[src/rtl/fnd_scan_decoder.sv]
//------------------------------------------------------------------------------
// Module      : fnd_scan_decoder
// Description : Rebuilds the four BCD digits shown on a multiplexed, active-low
//               7-segment bus. A (digit, segment) pair is captured once it has
//               held for P_SETTLE cycles. A 16-bit word is published once every
//               digit slot has been captured. Undecodable patterns are flagged,
//               and a stale flag is raised when no frame completes in time.
//               Optional macro FND_DECODE_HEX_EN adds decoding of A..F.
// Revision    : 1.0 - initial release
//------------------------------------------------------------------------------
`default_nettype none

module fnd_scan_decoder #(
  parameter int P_SETTLE  = 4,
  parameter int P_TIMEOUT = 65535
) (
  input  logic        i_Clk,
  input  logic        i_Rst,
  input  logic [3:0]  i_Digit,
  input  logic [6:0]  i_FND,
  output logic [15:0] o_Value,
  output logic [3:0]  o_Blank,
  output logic        o_Valid,
  output logic        o_Err,
  output logic        o_Stale
);

  localparam logic [1:0]  c_ST_WAIT  = 2'd0;
  localparam logic [1:0]  c_ST_CAPT  = 2'd1;
  localparam logic [1:0]  c_ST_PUBL  = 2'd2;
  localparam logic [1:0]  c_ST_HOLD  = 2'd3;
  localparam logic [7:0]  c_SETTLE   = 8'(P_SETTLE);
  localparam logic [19:0] c_TIMEOUT  = 20'(P_TIMEOUT);

  logic [3:0]  r_Digit;
  logic [6:0]  r_FND;
  logic [7:0]  r_Settle;
  logic        r_Armed;     // current pair has not been captured yet
  logic [1:0]  r_State;
  logic [15:0] r_SlotNib;
  logic [3:0]  r_SlotBlank;
  logic [3:0]  r_SlotInv;
  logic [3:0]  r_Seen;
  logic [19:0] r_Tmo;

  logic        w_Chg;
  logic        w_Legal;
  logic [1:0]  w_Idx;
  logic [3:0]  w_Sel;
  logic [3:0]  w_Nib;
  logic        w_Blank;
  logic        w_Inv;
  logic        w_SettleHit;
  logic [3:0]  w_SeenNext;

  // The incoming pair differs from the registered copy: the registered pair
  // changes on this edge.
  assign w_Chg = ({i_Digit, i_FND} != {r_Digit, r_FND});

  // Decode the one-cold digit select into a slot index.
  always_comb begin
    w_Legal = 1'b1;
    w_Idx   = 2'd0;
    w_Sel   = 4'b0000;
    case (r_Digit)
      4'b1110: begin w_Idx = 2'd0; w_Sel = 4'b0001; end
      4'b1101: begin w_Idx = 2'd1; w_Sel = 4'b0010; end
      4'b1011: begin w_Idx = 2'd2; w_Sel = 4'b0100; end
      4'b0111: begin w_Idx = 2'd3; w_Sel = 4'b1000; end
      default: w_Legal = 1'b0;
    endcase
  end

  // Decode the active-low {g..a} segment pattern into a nibble.
  always_comb begin
    w_Nib   = 4'h0;
    w_Blank = 1'b0;
    w_Inv   = 1'b0;
    case (r_FND)
      7'b1000000: w_Nib = 4'h0;
      7'b1111001: w_Nib = 4'h1;
      7'b0100100: w_Nib = 4'h2;
      7'b0110000: w_Nib = 4'h3;
      7'b0011001: w_Nib = 4'h4;
      7'b0010010: w_Nib = 4'h5;
      7'b0000010: w_Nib = 4'h6;
      7'b1111000: w_Nib = 4'h7;
      7'b0000000: w_Nib = 4'h8;
      7'b0010000: w_Nib = 4'h9;
      7'b1111111: w_Blank = 1'b1;
`ifdef FND_DECODE_HEX_EN
      7'b0001000: w_Nib = 4'hA;
      7'b0000011: w_Nib = 4'hB;
      7'b1000110: w_Nib = 4'hC;
      7'b0100001: w_Nib = 4'hD;
      7'b0000110: w_Nib = 4'hE;
      7'b0001110: w_Nib = 4'hF;
`endif
      default:    w_Inv = 1'b1;
    endcase
  end

  // Settle completes on the edge where the count would reach P_SETTLE; the
  // >= also covers a count that saturated while the FSM was busy publishing.
  assign w_SettleHit = r_Armed && !w_Chg && w_Legal &&
                       (r_Settle >= (c_SETTLE - 8'd1));
  assign w_SeenNext  = r_Seen | w_Sel;
  assign o_Stale     = (r_Tmo == c_TIMEOUT);

  // Input register, settle counter and capture-pending flag.
  always_ff @(posedge i_Clk) begin
    if (i_Rst) begin
      r_Digit  <= 4'hF;
      r_FND    <= 7'h7F;
      r_Settle <= 8'd0;
      r_Armed  <= 1'b0;
    end else begin
      r_Digit <= i_Digit;
      r_FND   <= i_FND;
      if (w_Chg || !w_Legal) begin
        r_Settle <= 8'd0;
      end else if (r_Settle < c_SETTLE) begin
        r_Settle <= r_Settle + 8'd1;
      end
      if (w_Chg) begin
        r_Armed <= 1'b1;
      end else if (r_State == c_ST_WAIT && w_SettleHit) begin
        r_Armed <= 1'b0;
      end
    end
  end

  // Capture / publish state machine with slot storage and outputs.
  always_ff @(posedge i_Clk) begin
    if (i_Rst) begin
      r_State     <= c_ST_WAIT;
      r_SlotNib   <= 16'h0000;
      r_SlotBlank <= 4'hF;
      r_SlotInv   <= 4'h0;
      r_Seen      <= 4'h0;
      o_Value     <= 16'h0000;
      o_Blank     <= 4'hF;
      o_Valid     <= 1'b0;
      o_Err       <= 1'b0;
    end else begin
      o_Valid <= 1'b0;
      case (r_State)
        c_ST_WAIT: begin
          if (w_SettleHit) begin
            r_State <= c_ST_CAPT;
          end
        end
        c_ST_CAPT: begin
          // The registered pair cannot change until the edge leaving CAPT,
          // so it is still the pair that settled.
          if (w_Legal) begin
            r_SlotNib[{w_Idx, 2'b00} +: 4] <= w_Nib;
            r_SlotBlank[w_Idx]             <= w_Blank;
            r_SlotInv[w_Idx]               <= w_Inv;
            r_Seen                         <= w_SeenNext;
          end
          r_State <= (w_Legal && (&w_SeenNext)) ? c_ST_PUBL : c_ST_HOLD;
        end
        c_ST_PUBL: begin
          o_Value <= r_SlotNib;
          o_Blank <= r_SlotBlank;
          o_Err   <= |r_SlotInv;
          o_Valid <= 1'b1;
          r_Seen  <= 4'h0;
          r_State <= c_ST_HOLD;
        end
        default: begin
          // Leave once a new pair has been seen, even if it arrived while
          // the FSM was in CAPT or PUBL.
          if (r_Armed || w_Chg) begin
            r_State <= c_ST_WAIT;
          end
        end
      endcase
    end
  end

  // Frame timeout counter; cleared by the publish that pulses o_Valid.
  always_ff @(posedge i_Clk) begin
    if (i_Rst) begin
      r_Tmo <= 20'd0;
    end else if (r_State == c_ST_PUBL) begin
      r_Tmo <= 20'd0;
    end else if (r_Tmo != c_TIMEOUT) begin
      r_Tmo <= r_Tmo + 20'd1;
    end
  end

endmodule

`default_nettype wire

[config.mk]
export PLATFORM = sky130hd
export DESIGN_NAME = fnd_scan_decoder
export DESIGN_NICKNAME = d
export VERILOG_FILES = /design/src/rtl/fnd_scan_decoder.sv
export SDC_FILE = /design/constraint.sdc
export NUM_CORES = 1
export LEC_CHECK = 0
export CORE_UTILIZATION = 50
export CTS_CLUSTER_SIZE = 10
export DETAILED_ROUTE_END_ITERATION = 10
export DONT_BUFFER_PORTS = 1
export HOLD_SLACK_MARGIN = 0.08
export PLACE_DENSITY = 0.68
export SLEW_MARGIN = 20
export SYNTH_ARGS = -nofsm -noshare
export SYNTH_HDL_FRONTEND = slang
export SYNTH_SLANG_ARGS = --single-unit
[constraint.sdc]
create_clock -name i_Clk -period 1.9 [get_ports i_Clk]
set_input_delay 0.285 -clock i_Clk [delete_from_list [all_inputs] [get_ports i_Clk]]
set_output_delay 0.285 -clock i_Clk [all_outputs]
set_load 0.05 [all_outputs]
==> impl_metrics.py <==
metrics = {
    "timing": {
        "slew_headroom": 0.6024,
        "rsz0062_at_grt": "true",
        "hold_violations": 0,
        "setup_violations": 1,
        "tightest_slew_ps": 590.1,
        "final.setup.worst_slack_ps": -53.49,
        "period_needed_ps": 1953,
        "fin_setup_tns_ps": -53.49,
        "skew_ps": 12.68,
        "fin_crit_sh": 1.028,
        "fmax_mhz": 511.9,
        "slew_viol_final": 0,
    },
    "floorplan": {
        "die-width_um": 94.26,
        "pin_count": 36,
        "core_sq_um": 8217,
        "dieArea_sq_um": 8884,
        "initial_core_util": 0.5179,
        "rows": 33,
        "die_h_um": 94.26,
    },
    "critical_path": {
        "crit_fanout": 5,
        "ff2ff_path_depth": 6,
        "critical_path_class": "reg2out",
        "crit_path_start_kind": "register",
        "cp_slowest_stage_delay_ps": 380,
        "crit_family": "simple AND/OR/NAND/NOR gates",
        "cpMaxStageDelayCell": "dfxtp_2",
        "cp.depth": 5,
        "cp-end-kind": "primary output",
        "critical_path_required_ps": 1620,
        "crit_arrival_ps": 1670,
        "critical_path.cell_chain": "nand4_1 -> nor4_2 -> buf_4 -> and3_4 -> buf_12",
        "worst-path-buf-inv": 2,
    },
    "final_layout": {
        "antenna_cells": 0,
        "synthToLayoutAreaGrowth_pct": 20.88,
        "final_nets": 543,
        "final_layout_size_suffix_gt1_frac": 0.2590,
        "instances_no_fill": 630,
        "fin_area_sq_um": 5144,
    },
    "clock_network": {
        "cts_root_buf": "clkbuf_8",
        "clock-sinks": 92,
        "clk_path_buf_depth": 2,
        "cts_tree": "done",
        "clk_latency_ps": 360,
        "cts_buffers": 9,
        "htreeDepth": 3,
        "clk_pin_slew_ps": 90,
    },
    "synthesis": {
        "synth_cell_types": 56,
        "postSynthCellCount": 473,
        "synth-main-ff-cell": "dfxtp_1",
        "ys.warnings.count": 0,
        "ys_top_cells_by_area": "dfxtp_1 (43%), a21oi_1 (5.1%), mux2i_1 (4.9%)",
        "synth.most_common_cell": "dfxtp_1",
        "syn-cell-area_sq_um": 4255,
        "synthTopCellsByCount": "dfxtp_1 (92), nor2_1 (49), a21oi_1 (43)",
        "netlist.area_leader.share": 0.4328,
        "synth-seq-area-share": 0.4328,
        "synth-edff-count": 0,
        "synthArstFlopShare": 0,
        "ys_ff_latch": 92,
        "yosysTopAreaCell": "dfxtp_1",
        "syn_nets": 496,
        "avgSynthCellArea_sq_um": 8.996,
    },
    "drt": {
        "routedWlPerCell_um": 14.82,
        "vias_per_cell": 5.652,
        "wl_mm": 9.334,
        "drtIter0Drc": 143,
        "vias": 3561,
        "first_pass_iters": 4,
        "ant_nets": 0,
        "drc": 0,
    },
    "status": {
        "status": "finished with violations",
        "violations": "setup timing",
    },
    "place": {
        "post_dp_cell_area_sq_um": 4556,
        "place_inst": 590,
        "numPortBuffers": 0,
        "dp_slack_ps": -72.54,
        "gp_congestion": 0.7954,
        "dp.final_hpwl_mm": 6.044,
    },
    "grt": {
        "antenna_found_initial": 0,
        "grt_pass1_wl_mm": 15.63,
        "grtUsageTotal": 0.2245,
        "grt_max_degree": 66,
        "overflow": 0,
        "grt_pass1_vias": 3357,
    },
    "job": {
        "cap_violations": 0,
    },
    "min_path": {
        "holdCritPathClass": "in2reg",
        "hold_depth": 2,
    },
    "power_and_ir_drop": {
        "powerDensity_nw_per_um2": 686.2,
        "leakage_uw": 0.001861,
        "p_total_uw": 3529,
        "ir_drop_mv": 0.4094,
    },
}
==> power by group <==
group | switching [uW] | internal, uW
clock network | 699 | 526
logic | 172 | 164
registers | 26.5 | 1940
total | 897 | 2630
==> registers in the layout (all words and copies together), names as in the netlist, 7 cells and up <==
| register | cells |
|---|---|
| r_Settle | 8 |
| r_SlotNib | 16 |
| r_FND | 7 |
| o_Value | 16 |
| r_Tmo | 20 |
==> worst paths after layout <==
| path | from | endpoint | slack (ps) |
|---|---|---|---|
| setup / recovery | r_Tmo[13] | o_Stale | -50 |
| hold / removal | i_Rst | r_State[0] | 120 |
| setup reg to reg | r_Digit[1] | r_State[0] | 60 |
| hold reg to reg | r_SlotNib[6] | r_SlotNib[6] | 460 |
==> area by class of cell <==
type | count | area, sq um
clock buffers | 11 | 141.4
clock inverters | 5 | 42.54
fillers | 664 | 3073
inverters | 11 | 41.29
multi-input cells | 341 | 2362
flip-flops and latches | 92 | 1873
well taps | 105 | 131.4
repair buffers | 65 | 551.8
==> per-layer routing <==
| layer | GRT usage | wire length, um |
|---|---|---|
| met1 | 0.2759 | 4104 |
| met2 | 0.3792 | 4652 |
| met3 | 0.04693 | 413 |
| met4 | 0.09103 | 165 |
| met5 | 0 | 0 |
==> what timing repair did <==
item	in CTS	in global routing
setup endpoints to repair	12	29
gates resized for setup	15	40
pin swaps	6	12
hold buffers	12	0
buffers inserted	6	6
cloned	0	0
endpoints found under the hold margin	65	0
==> stage by stage <==
step                        util  hold slack (ps)
after floorplan                -            391.6
after global placement    0.5544            361.2
after detailed placement  0.5544            370.8
after CTS                 0.6047            94.00
after global routing      0.6260            99.63
final                     0.6260            121.5
==> logic make-up (layout without fill, tap and decap cells) <==
| group | Yosys count | after routing | share of synthesized area |
|---|---|---|---|
| flops | 92 | 92 | 0.4328 |
| buf+inv | 40 | 92 | 0.04616 |
| xor+xnor | 26 | 26 | 0.05528 |
| mux | 21 | 21 | 0.04940 |
| compound gates | 79 | 79 | 0.1200 |
| simple gates | 205 | 205 | 0.2670 |
| fa+ha+maj | 10 | 10 | 0.02940 |
==> placed cells by master (no fill, tap or decap), drive strengths merged, types with 3 or more instances in the layout <==
cell type	instances
and3	5
clkbuf	11
and2	10
inv	13
dlygate4sd3	11
or2	15
nor2b	5
ha	10
a211o	9
dfxtp	92
nand3	12
nand3b	4
a211oi	4
and4b	4
nor3	3
xor2	15
and4	3
nand2	38
nand4	16
o21ai	7
or3	17
nor4	13
or4	4
a21oi	43
mux2i	21
buf	54
nand2b	3
xnor2	11
nor2	49
No activity file was read; power rests on OpenSTA's default activity.
